$ cat src/rtl/dmem_stall_ctrl_if.sv
// -----------------------------------------------------------------------------
// dmem_stall_ctrl_if
// Groups the pipeline-side request/response signals and the backing data-bus
// handshake of the MEM-stage data-memory controller.
//   Pipeline side : mem_read_i, mem_write_i, addr_i, wdata_i  (to controller)
//                   rdata_o, stall_o, err_o                   (from controller)
//   Bus side      : bus_req_o, bus_we_o, bus_addr_o, bus_wdata_o (from controller)
//                   bus_rdata_i, bus_ack_i                       (to controller)
// Modports:
//   master : the controller itself (it masters the backing bus)
//   slave  : the environment (pipeline register + bus target)
// -----------------------------------------------------------------------------
interface dmem_stall_ctrl_if;
  logic        mem_read_i;
  logic        mem_write_i;
  logic [31:0] addr_i;
  logic [31:0] wdata_i;
  logic [31:0] rdata_o;
  logic        stall_o;
  logic        err_o;
  logic        bus_req_o;
  logic        bus_we_o;
  logic [31:0] bus_addr_o;
  logic [31:0] bus_wdata_o;
  logic [31:0] bus_rdata_i;
  logic        bus_ack_i;

  modport master (
    input  mem_read_i, mem_write_i, addr_i, wdata_i, bus_rdata_i, bus_ack_i,
    output rdata_o, stall_o, err_o, bus_req_o, bus_we_o, bus_addr_o, bus_wdata_o
  );

  modport slave (
    output mem_read_i, mem_write_i, addr_i, wdata_i, bus_rdata_i, bus_ack_i,
    input  rdata_o, stall_o, err_o, bus_req_o, bus_we_o, bus_addr_o, bus_wdata_o
  );
endinterface

$ cat src/rtl/dmem_stall_ctrl.sv
// -----------------------------------------------------------------------------
// dmem_stall_ctrl
// MEM-stage data-memory controller. Turns single-cycle load/store requests into
// multi-cycle bus transactions, freezing the pipeline until each completes.
// A one-entry write-through read-hit buffer lets repeated loads of the same
// word complete without a bus access. A transaction that receives no ack
// within TIMEOUT bus cycles is aborted and reported on err_o.
// Ports:
//   clk_i  : clock, rising edge
//   rst_i  : synchronous active-high reset
//   dif    : dmem_stall_ctrl_if.master (pipeline request/response + bus)
// Parameters:
//   TIMEOUT    : bus cycles without ack before abort (2..255)
//   HIT_BUF_EN : 1 enables the one-entry read-hit buffer
// -----------------------------------------------------------------------------
module dmem_stall_ctrl #(
  parameter int TIMEOUT    = 16,
  parameter bit HIT_BUF_EN = 1'b1
) (
  input  logic                   clk_i,
  input  logic                   rst_i,
  dmem_stall_ctrl_if.master      dif
);

  typedef enum logic [1:0] {
    S_IDLE = 2'd0,
    S_BUS  = 2'd1,
    S_DONE = 2'd2
  } state_t;

  localparam logic [7:0] TMO_LAST = 8'(TIMEOUT - 1);

  state_t      r_state;
  logic [7:0]  r_cnt;
  logic        r_req;
  logic        r_we;
  logic [31:0] r_addr;
  logic [31:0] r_wdata;
  logic [31:0] r_rdata;
  logic        r_tmo;
  logic        r_buf_vld;
  logic [29:0] r_buf_tag;
  logic [31:0] r_buf_data;

  logic        w_req;
  logic        w_misalign;
  logic        w_conflict;
  logic        w_hit;
  logic        w_start;
  logic        w_stall;
  logic        w_err;
  logic [31:0] w_rdata;

  assign w_req      = dif.mem_read_i | dif.mem_write_i;
  assign w_misalign = w_req & (dif.addr_i[1:0] != 2'b00);
  assign w_conflict = dif.mem_read_i & dif.mem_write_i;
  // A hit needs a pure, aligned load whose word matches the buffered one.
  assign w_hit      = HIT_BUF_EN && r_buf_vld && (r_buf_tag == dif.addr_i[31:2]) &&
                      dif.mem_read_i && !dif.mem_write_i && !w_misalign;
  assign w_start    = (r_state == S_IDLE) & w_req & ~w_misalign & ~w_hit;

  // Pipeline-facing response: stall, error pulse and load data per state.
  always_comb begin
    w_stall = 1'b0;
    w_err   = 1'b0;
    w_rdata = 32'd0;
    case (r_state)
      S_IDLE: begin
        if (w_req) begin
          if (w_misalign) begin
            w_err = 1'b1;
          end else if (w_hit) begin
            w_rdata = r_buf_data;
          end else begin
            // Read+write together proceeds as a store but is still flagged.
            w_stall = 1'b1;
            w_err   = w_conflict;
          end
        end else begin
          w_stall = 1'b0;
        end
      end
      S_BUS: begin
        w_stall = 1'b1;
      end
      S_DONE: begin
        // r_tmo marks an aborted transaction; its error shows here, one
        // cycle after the abort decision.
        w_rdata = r_rdata;
        w_err   = r_tmo;
      end
      default: begin
        w_stall = 1'b0;
      end
    endcase
  end

  assign dif.stall_o     = w_stall;
  assign dif.err_o       = w_err;
  assign dif.rdata_o     = w_rdata;
  assign dif.bus_req_o   = r_req;
  assign dif.bus_we_o    = r_we;
  assign dif.bus_addr_o  = r_addr;
  assign dif.bus_wdata_o = r_wdata;

  // Controller FSM, bus request registers, timeout counter and hit buffer.
  always_ff @(posedge clk_i) begin
    if (rst_i) begin
      r_state    <= S_IDLE;
      r_cnt      <= 8'd0;
      r_req      <= 1'b0;
      r_we       <= 1'b0;
      r_addr     <= 32'd0;
      r_wdata    <= 32'd0;
      r_rdata    <= 32'd0;
      r_tmo      <= 1'b0;
      r_buf_vld  <= 1'b0;
      r_buf_tag  <= 30'd0;
      r_buf_data <= 32'd0;
    end else begin
      case (r_state)
        S_IDLE: begin
          if (w_start) begin
            r_req   <= 1'b1;
            r_we    <= dif.mem_write_i;
            r_addr  <= {dif.addr_i[31:2], 2'b00};
            r_wdata <= dif.wdata_i;
            r_cnt   <= 8'd0;
            r_tmo   <= 1'b0;
            r_state <= S_BUS;
          end else begin
            r_state <= S_IDLE;
          end
        end
        S_BUS: begin
          if (dif.bus_ack_i) begin
            r_req   <= 1'b0;
            r_tmo   <= 1'b0;
            r_rdata <= r_we ? 32'd0 : dif.bus_rdata_i;
            r_state <= S_DONE;
            if (HIT_BUF_EN) begin
              if (!r_we) begin
                r_buf_vld  <= 1'b1;
                r_buf_tag  <= r_addr[31:2];
                r_buf_data <= dif.bus_rdata_i;
              end else if (r_buf_vld && (r_buf_tag == r_addr[31:2])) begin
                // Write-through keeps the buffered word coherent with memory.
                r_buf_data <= r_wdata;
              end else begin
                r_buf_vld <= r_buf_vld;
              end
            end else begin
              r_buf_vld <= 1'b0;
            end
          end else if (r_cnt == TMO_LAST) begin
            // Abort: memory state is unknown, so drop the buffered word too.
            r_req     <= 1'b0;
            r_tmo     <= 1'b1;
            r_rdata   <= 32'd0;
            r_buf_vld <= 1'b0;
            r_state   <= S_DONE;
          end else begin
            r_cnt <= r_cnt + 8'd1;
          end
        end
        S_DONE: begin
          // Same instruction is still on the inputs here; never re-issue it.
          r_tmo   <= 1'b0;
          r_rdata <= 32'd0;
          r_state <= S_IDLE;
        end
        default: begin
          r_req   <= 1'b0;
          r_state <= S_IDLE;
        end
      endcase
    end
  end

endmodule

$ cat src/flat_wrapper.sv
// flat-port wrapper written by rule: the top's interface ports become plain ports
module dmem_stall_ctrl_flat 
#(
  parameter int TIMEOUT    = 16,
  parameter bit HIT_BUF_EN = 1'b1
)
  (clk_i, rst_i, dif_mem_read_i, dif_mem_write_i, dif_addr_i, dif_wdata_i, dif_bus_rdata_i, dif_bus_ack_i, dif_rdata_o, dif_stall_o, dif_err_o, dif_bus_req_o, dif_bus_we_o, dif_bus_addr_o, dif_bus_wdata_o);
  dmem_stall_ctrl_if dif_i ();
  input  logic clk_i;
  input  logic rst_i;
  input wire logic [$bits(dif_i.mem_read_i)-1:0] dif_mem_read_i;
  input wire logic [$bits(dif_i.mem_write_i)-1:0] dif_mem_write_i;
  input wire logic [$bits(dif_i.addr_i)-1:0] dif_addr_i;
  input wire logic [$bits(dif_i.wdata_i)-1:0] dif_wdata_i;
  input wire logic [$bits(dif_i.bus_rdata_i)-1:0] dif_bus_rdata_i;
  input wire logic [$bits(dif_i.bus_ack_i)-1:0] dif_bus_ack_i;
  output wire logic [$bits(dif_i.rdata_o)-1:0] dif_rdata_o;
  output wire logic [$bits(dif_i.stall_o)-1:0] dif_stall_o;
  output wire logic [$bits(dif_i.err_o)-1:0] dif_err_o;
  output wire logic [$bits(dif_i.bus_req_o)-1:0] dif_bus_req_o;
  output wire logic [$bits(dif_i.bus_we_o)-1:0] dif_bus_we_o;
  output wire logic [$bits(dif_i.bus_addr_o)-1:0] dif_bus_addr_o;
  output wire logic [$bits(dif_i.bus_wdata_o)-1:0] dif_bus_wdata_o;
  assign dif_i.mem_read_i = dif_mem_read_i;
  assign dif_i.mem_write_i = dif_mem_write_i;
  assign dif_i.addr_i = dif_addr_i;
  assign dif_i.wdata_i = dif_wdata_i;
  assign dif_i.bus_rdata_i = dif_bus_rdata_i;
  assign dif_i.bus_ack_i = dif_bus_ack_i;
  assign dif_rdata_o = dif_i.rdata_o;
  assign dif_stall_o = dif_i.stall_o;
  assign dif_err_o = dif_i.err_o;
  assign dif_bus_req_o = dif_i.bus_req_o;
  assign dif_bus_we_o = dif_i.bus_we_o;
  assign dif_bus_addr_o = dif_i.bus_addr_o;
  assign dif_bus_wdata_o = dif_i.bus_wdata_o;
  dmem_stall_ctrl #(.TIMEOUT(TIMEOUT), .HIT_BUF_EN(HIT_BUF_EN)) u_core (.clk_i(clk_i), .rst_i(rst_i), .dif(dif_i));
endmodule
$ cat config.mk
export PLATFORM = sky130hd
export DESIGN_NAME = dmem_stall_ctrl_flat
export DESIGN_NICKNAME = d
export VERILOG_FILES = /design/src/rtl/dmem_stall_ctrl_if.sv /design/src/rtl/dmem_stall_ctrl.sv /design/src/flat_wrapper.sv
export SDC_FILE = /design/constraint.sdc
export NUM_CORES = 1
export LEC_CHECK = 0
export CAP_MARGIN = 20
export CORE_MARGIN = 2
export CORE_UTILIZATION = 39
export DETAILED_ROUTE_END_ITERATION = 8
export PLACE_DENSITY = 0.78
export SYNTH_ARGS = -nofsm -noshare
export SYNTH_HDL_FRONTEND = slang
export SYNTH_SLANG_ARGS = --single-unit
$ cat constraint.sdc
create_clock -name clk_i -period 2.56 [get_ports clk_i]
set_input_delay 0.256 -clock clk_i [delete_from_list [all_inputs] [get_ports clk_i]]
set_output_delay 0.256 -clock clk_i [all_outputs]
set_load 0.01 [all_outputs]
# Word level (Yosys, flattened, before mapping)
# Cells that the tools add are included.
# word_totals
register_bits	170
inputBits	101
output_inout_bits	100
wordCells	90
# classes
addsub	1
n_eq_ne	11
mux	36
bitwise_logic	10
n_reduce_logical	21
# op_table
op	n
$mux 32	8
$pmux 32 s2	2
$eq 30x30->1	2
$mux 8	3
$pmux 8 s2	1
$mux 1	15
$reduce_and 3->1	5
$add 8x1->8 const B	1
$eq 8x4->1 const B	1
$ne 2x2->1 const B	4
$reduce_bool 2->1	4
$pmux 1 s3	2
$and 1x1->1	5
$logic_and 1x1->1	5
$mux 2	2
$not 1->1	4
$pmux 1 s2	2
$pmux 2 s2	1
$reduce_and 2->1	2
$reduce_and 4->1	1
$ne 3x2->1 const B	1
$reduce_bool 3->1	1
$eq 2x1->1 const B	1
$eq 2x2->1 const B	1
other kinds (4)	5

# Depth between registers and ports, before layout
# Gate-level depths: netlist of run 1.
# logic_depth
ltp_word	9
depth_mapped	10
ltp_nobuf	8

# Least setup slack after synthesis of run 1
# Ideal clock, no wire load.
# synth_path
kind	reg-to-reg
startpoint	register u_core.r_cnt[0]
endpoint	register u_core.r_rdata[10]
setup_ns	0.128
arrival_time_ns	1.985
required_time_ns	2.432
path_slack_ns	0.448
stages_incl_launch_ff	10
n_path_buf	2
synth_period_minus_slack_ns	2.112
path_cell_list	dfxtp_1 ha_1 and3_1 a21oi_2 nand2b_1 clkbuf_1 buf_1 nor3_1 a21oi_1 nor2_1
# synth_between
elab_chain_cells	3
# synth_lines
element	line	source
start: declaration	dmem_stall_ctrl.sv:34	logic [7:0] r_cnt;
start signal: assignment	dmem_stall_ctrl.sv:163	r_cnt <= r_cnt + 8'd1;
$eq 8x4->1	dmem_stall_ctrl.sv:155	end else if (r_cnt == TMO_LAST) begin
$ne 3x2->1 (no line)	--	
$reduce_and 2->1 (no line)	--	
end signal: assignment	dmem_stall_ctrl.sv:139	r_rdata <= r_we ? 32'd0 : dif.bus_rdata_i;
end: declaration	dmem_stall_ctrl.sv:39	logic [31:0] r_rdata;
# Every way passes these cells.
# A chain may end at the register's enable or synchronous reset.

# Worst setup path after layout of run 1
# layout_path
startpoint	input dif_addr_i[15]
endpoint	output dif_rdata_o[31]
# layout_between
elab_chain_cells	9
# layout_lines
element	line	source
start: declaration	flat_wrapper.sv:13	input wire logic [$bits(dif_i.addr_i)-1:0] dif_addr_i;
$eq 30x30->1	dmem_stall_ctrl.sv:58	assign w_hit = HIT_BUF_EN && r_buf_vld && (r_buf_tag == dif.addr_i[31:2]) &&
$logic_and 1x1->1 (2 in series)	dmem_stall_ctrl.sv:58	
$logic_and 1x1->1 (2 in series)	dmem_stall_ctrl.sv:59	dif.mem_read_i && !dif.mem_write_i && !w_misalign;
$mux 32	dmem_stall_ctrl.sv:72	end else if (w_hit) begin
$mux 32	dmem_stall_ctrl.sv:70	if (w_misalign) begin
$mux 32	dmem_stall_ctrl.sv:69	if (w_req) begin
$pmux 32 s2	dmem_stall_ctrl.sv:67	case (r_state)
end: declaration	flat_wrapper.sv:17	output wire logic [$bits(dif_i.rdata_o)-1:0] dif_rdata_o;
# Every way passes these cells.

==> results of run 1 <==
[path summary, 6_finish.rpt]
path                                           from                                     end  slack (ns)  depth (start not counted)
hold reg to reg        u_core.r_cnt[1]$_SDFFE_PP0P_            u_core.r_cnt[1]$_SDFFE_PP0P_        0.48                          2
setup / recovery                     dif_addr_i[15]                         dif_rdata_o[31]       -0.21                         11
hold / removal                       dif_addr_i[23]  u_core.dif.bus_addr_o[23]$_SDFFE_PP0P_        0.20                          3
setup reg to reg  u_core.r_buf_tag[21]$_SDFFE_PP0P_   u_core.dif.bus_addr_o[7]$_SDFFE_PP0P_        0.18                         10
[cells in the mapped netlist, drive strengths merged (2+ instances only)]
master,n,area [um2]
dfxtp,170,3400
nor2,131,492
nand2,102,383
a21oi,72,364
mux2i,69,691
clkbuf,49,184
xnor2,41,359
nor3,38,190
nand2b,35,219
a22o,32,280
a311oi,32,280
xor2,19,166
buf,17,104
nand3,11,55.1
nand4,11,75.1
nor4,10,81.3
o21ai,6,33.8
ha,4,50.1
inv,4,15.0
a211oi,2,15.0
a21o,2,15.0
a31oi,2,12.5
nand3b,2,15.0
nor2b,2,12.5
or2,2,12.5
[final cells by class]
class	instances	area (um2)
clock buffers	18	429
clock inverters	14	165
fillers	1675	8190
inverters	5	18.8
multi-input cells	633	3980
flip-flops and latches	170	3420
well taps	260	325
repair buffers	251	2360
[routing by layer]
layer / part of all wire / wire length [um] / vias to the layer above / global-route usage
met1: 0.44 / 9880 / 3290 / 0.283
li1: - / - / 3435 / -
met5: 0 / 0 / - / 0
met2: 0.47 / 10500 / 245 / 0.346
met4: 0.028 / 638 / 0 / 0.0836
met3: 0.064 / 1430 / 49 / 0.0473
[through the flow]
step	TNS (ns)	power, mW
after floorplan	0	3.19
after global placement	-17.64	3.56
after detailed placement	-21.35	3.57
after CTS	-7.68	6.17
after global routing	-10.55	6.35
final	-4.64	6.13
[worst max-delay path, cell delays in order]
cell	delay [ns]
clkdlybuf4s50_1	0.53
xnor2_2	0.14
nand4_1	0.18
nor4_4	0.33
nand4_2	0.18
nor4_4	0.15
buf_4	0.16
buf_6	0.13
buf_12	0.15
a22o_1	0.16
buf_2	0.14
[logic make-up (layout without fill, tap and decap cells)]
kind of cell	Yosys count	count (layout)	share of synthesized area
other cells	1	2	0.000495
fa+ha+maj	4	4	0.00660
buf+inv	71	288	0.0404
compound gates	152	152	0.139
xor+xnor	60	60	0.0693
mux	69	69	0.0911
flops	170	170	0.449
simple gates	346	346	0.204
[what timing repair did]
action / CTS / global route
setup buffers: 4 / 0
pin swaps: 12 / 11
resized for setup: 151 / 12
endpoints found under the setup margin: 33 / 33
cloned: 3 / 0
[state kept, by name (all words and copies together), names as in the netlist]
signal and cells:
u_core.dif.bus_addr_o 30, u_core.dif.bus_we_o 1, u_core.r_buf_vld 1, u_core.dif.bus_wdata_o 32
u_core.r_state 2, u_core.r_rdata 32, u_core.r_buf_tag 30, u_core.dif.bus_req_o 1
u_core.r_buf_data 32, u_core.r_tmo 1, u_core.r_cnt 8
[power groups by stage]
stage | combinational, mW | sequential, mW | clock, mW
2_1_floorplan | 0.337 | 2.85 | 0
3_3_place_gp | 0.715 | 2.85 | 0
3_5_place_dp | 0.723 | 2.85 | 0
4_1_cts | 0.731 | 2.79 | 2.65
5_1_grt | 0.790 | 2.80 | 2.77
6_report | 0.735 | 2.79 | 2.61
==> results_dict.tcl, run 1 <==
set metrics [dict create \
    routedWlPerCell_um 16.6 \
    netSwitchingPower_mw 1.56 \
    clock-sinks 170 \
    power_frac_clock 0.425 \
    p_per_area_nw_per_um2 573 \
    setup_viol 32 \
    final_util 0.567 \
    async_reset_ff_frac 0 \
    grt_setup_unrepaired "yes" \
    power_frac_comb 0.120 \
    netSwitchingFraction 0.255 \
    gr-total-overflow 0 \
    fmax_mhz 361 \
    final_common_cell "clkdlybuf4s50_1" \
    ioPinCount 201 \
    synth_edf_count 0 \
    drtPass1Iterations 5 \
    ys_seq_area_frac 0.449 \
    die_y_um 143 \
    synth_cells 873 \
    drv_slew 0 \
    pwr-share-seq 0.455 \
    fin_crit_ns 2.77 \
    clockBufferDepth 2 \
    yosysWarnings 0 \
    syn_area_per_cell_um2 8.68 \
    arrival_ns 2.51 \
    synthFlopType "dfxtp_1" \
    dr_total_vias 7019 \
    cts_inserted_buffers 17 \
    cts_max_level 4 \
    cp_max_fo 8 \
    worstSetupStartpointType "primary input" \
    via_per_inst 5.20 \
    fin_area_um2 10700 \
    cts-hold-fix-buffers 0 \
    dp_worst_setup_slack_ns -0.510 \
    grt_max_degree 65 \
    final_net_count 1183 \
    dpl-instance-area_um2 10100 \
    status "complete, but fails checks" \
    dp.cells 1312 \
    fp.dieW_um 143 \
    drt_iter0_drc 476 \
    crit_type "primary input to primary output" \
    grt_pass1_vias 6665 \
    drv_cap 0 \
    wirelength_um 22400 \
    hpwlAfterDp_um 14900 \
    skew_ns 0.0120 \
    rows 50 \
    start_util 0.401 \
    drive_above_1_share 0.138 \
    area_growth_pct 41.2 \
    coreArea_um2 18900 \
    syn_area_um2 7580 \
    internal_power_mw 4.57 \
    mostFrequentLayoutCells "clkdlybuf4s50_1 (161), dfxtp_1 (159), nor2_1 (130)" \
    cellLeakagePower_nw 4.36 \
    ys_types 39 \
    final_cell_count_no_fill 1351 \
    violations "setup timing" \
    drc 0 \
    synth-seq-cells 170 \
    place.gp.congestion 0.831 \
    antenna_found_initial 0 \
    tightest_slew_ns 0.542 \
    hp-class "primary input to register" \
    timing.hold.ws_ns 0.205 \
    ir_worst_vdd_mv 0.495 \
    end_kind "primary output" \
    required_ns 2.30 \
    n_antenna_cell 0 \
    io_buffer_count 198 \
    cts_tree "done" \
    grt_pass1_wl_um 34900 \
    postRouteAntennaNets 0 \
    timing.final.ws_setup_ns -0.208 \
    die-area_um2 20600 \
    worstSkewPairLatency_ns 0.43 \
    track_usage 0.215 \
    finalHoldViolations 0 \
    fin_crit_sh 1.08 \
    cts_root_buf "clkbuf_16" \
    relSlewSlack 0.635 \
    clkTransAtPathRegs_ns 0.07 \
]
Note: power is estimated with default switching activity, not from simulation.
==> inputs of run 2 (changes only) <==
- SLEW_MARGIN: unset -> 0
==> results of run 2 <==
Final layout, timing and power as in run 1 (identical DEF).
==> inputs of run 3 (changes only) <==
- CORE_UTILIZATION: 39 -> 37
- PLACE_DENSITY: 0.78 -> 0.75
- SLEW_MARGIN: 0 -> 20
==> run 3 against run 2 <==
Against the previous run: the run still ends with setup timing left; core utilization down 3.1 points; fmax down 2.8%; design area is 0.97% higher; flip-flop and latch count did not move; sequential share of layout area fell by 0.24 points; register-to-register slack better by 0.10 ns; clock skew up 0.0040 ns; power shrank 1.4%; hold slack got worse by 0.013 ns; global-route usage down 1.8 points; critical path type unchanged; largest cell class unchanged.
==> results_dict.tcl, run 3 (synthesis results as in run 1) <==
set metrics [dict create \
    grt_setup_unrepaired "yes" \
    cpMostUsedCell "nor4_4" \
    relSlewSlack 0.564 \
    ioPinCount 201 \
    final_util 0.536 \
    grt_max_degree 75 \
    cp_num_buf_inv 4 \
    final_cell_count_no_fill 1368 \
    dp.cells 1325 \
    skew_ns 0.0160 \
    fin_tns_setup_ns -7.90 \
    cp_slowest_stage_delay_ns 0.56 \
    clkTransAtPathRegs_ns 0.07 \
    fp.dieW_um 147 \
    arrival_ns 2.59 \
    dpl-instance-area_um2 10100 \
    coreArea_um2 20200 \
    final_net_count 1190 \
    violations "setup timing" \
    n_antenna_cell 0 \
    cp_max_fo 8 \
    cts_tree "done" \
    grt_pass1_vias 6688 \
    required_ns 2.30 \
    mostFrequentLayoutCells "clkdlybuf4s50_1 (159), dfxtp_1 (157), nor2_1 (130)" \
    gr-total-overflow 0 \
    drc 0 \
    fin_crit_sh 1.11 \
    die_y_um 147 \
    drive_above_1_share 0.148 \
    drtPass1Iterations 4 \
    place.gp.congestion 0.841 \
    timing.final.ws_setup_ns -0.286 \
    p_per_area_nw_per_um2 559 \
    via_per_inst 5.05 \
    clockBufferDepth 2 \
    fin_crit_ns 2.85 \
    io_buffer_count 198 \
    cpLargestDelayFamily "buffers and inverters" \
    grt_pass1_wl_um 34400 \
    hpwlAfterDp_um 15000 \
    timing.hold.ws_ns 0.192 \
    cellLeakagePower_nw 4.45 \
    cts-hold-fix-buffers 0 \
    setup_viol 32 \
    rows 52 \
    drv_slew 0 \
    cts_inserted_buffers 17 \
    track_usage 0.198 \
    wirelength_um 22200 \
    start_util 0.376 \
    fin_area_um2 10800 \
    status "complete, but fails checks" \
    area_growth_pct 42.6 \
    die-area_um2 21600 \
    fmax_mhz 351 \
    drv_cap 0 \
    worstSetupStartpointType "primary input" \
    end_kind "primary output" \
    tightest_slew_ns 0.654 \
    dr_total_vias 6903 \
    clock-sinks 170 \
    slowest_stage "clkdlybuf4s50_1" \
    hp-class "primary input to register" \
    dp_worst_setup_slack_ns -0.463 \
    crit_type "primary input to primary output" \
    total_power_mw 6.05 \
    routedWlPerCell_um 16.2 \
    ir_worst_vdd_mv 0.421 \
    cts_max_level 4 \
    final_common_cell "clkdlybuf4s50_1" \
    drt_iter0_drc 400 \
    worstSkewPairLatency_ns 0.43 \
    postRouteAntennaNets 0 \
    path_cells "clkdlybuf4s50_1 > xnor2_2 > nand4_1 > nor4_4 > nand4_2 > nor4_4 > buf_6 > clkbuf_16 > a22o_1 > buf_2" \
    finalHoldViolations 0 \
    antenna_found_initial 0 \
    cts_root_buf "clkbuf_16" \
]
==> run 3: cell types whose count changed in the layout (fill, tap and decap cells not counted), sizes merged, moves of 2 or more <==
cell,delta
buf,+3
bufinv,-2
clkdlybuf4s50,-2
dlygate4sd2,-2
dlymetal6s2s,+5
inv,+3
==> run 3: path summary, 6_finish.rpt <==
| kind | from | endpoint | slack, ns | cells past startpoint |
|---|---|---|---|---|
| worst min register to register | u_core.r_cnt[1]$_SDFFE_PP0P_ | u_core.r_cnt[1]$_SDFFE_PP0P_ | 0.48 | 2 |
| worst max register to register | u_core.r_buf_tag[22]$_SDFFE_PP0P_ | u_core.r_buf_data[17]$_SDFFE_PP0P_ | 0.28 | 8 |
| worst max-delay path | dif_addr_i[20] | dif_rdata_o[1] | -0.29 | 10 |
| worst min-delay path | dif_addr_i[29] | u_core.dif.bus_addr_o[29]$_SDFFE_PP0P_ | 0.19 | 3 |
==> run 3: cell type report <==
class	count	area [um2]
tap	270	338
clock buffer	17	425
inverter	5	18.8
fill	1830	9360
sequential	170	3420
clock inverter	15	155
timing repair buffer	258	2440
multi-input combinational	633	4010
==> run 3: layer usage <==
metal,wire (um),vias to the layer above,global-route usage,share of wire
met5,0,-,0,0
met4,616,0,0.0760,0.028
met3,1080,41,0.0425,0.049
met2,10600,187,0.327,0.48
met1,9870,3225,0.253,0.44
li1,-,3450,-,-
==> run 3: power breakdown <==
group	switching, mW	internal [mW]	total, mW
combinational	0.349	0.394	0.743
clock	1.22	1.30	2.52
sequential	0.0667	2.72	2.78
total	1.64	4.41	6.05
==> run 3: worst reg2reg max path, delay by kind of cell, from the launching register on <==
family / cells / cell delay (ns)
xor gates and xnor gates: 1 / 0.16
AOI/OAI and AO/OA: 2 / 0.49
DFF: 1 / 0.32
and+or+nand+nor: 3 / 0.84
buffers and inverters: 2 / 0.37
==> run 3: repair_timing <==
item | in CTS | in global routing
cloned | 0 | 3
gates resized for setup | 131 | 33
pin swaps | 0 | 15
setup buffers | 0 | 8
endpoints found under the setup margin | 33 | 33
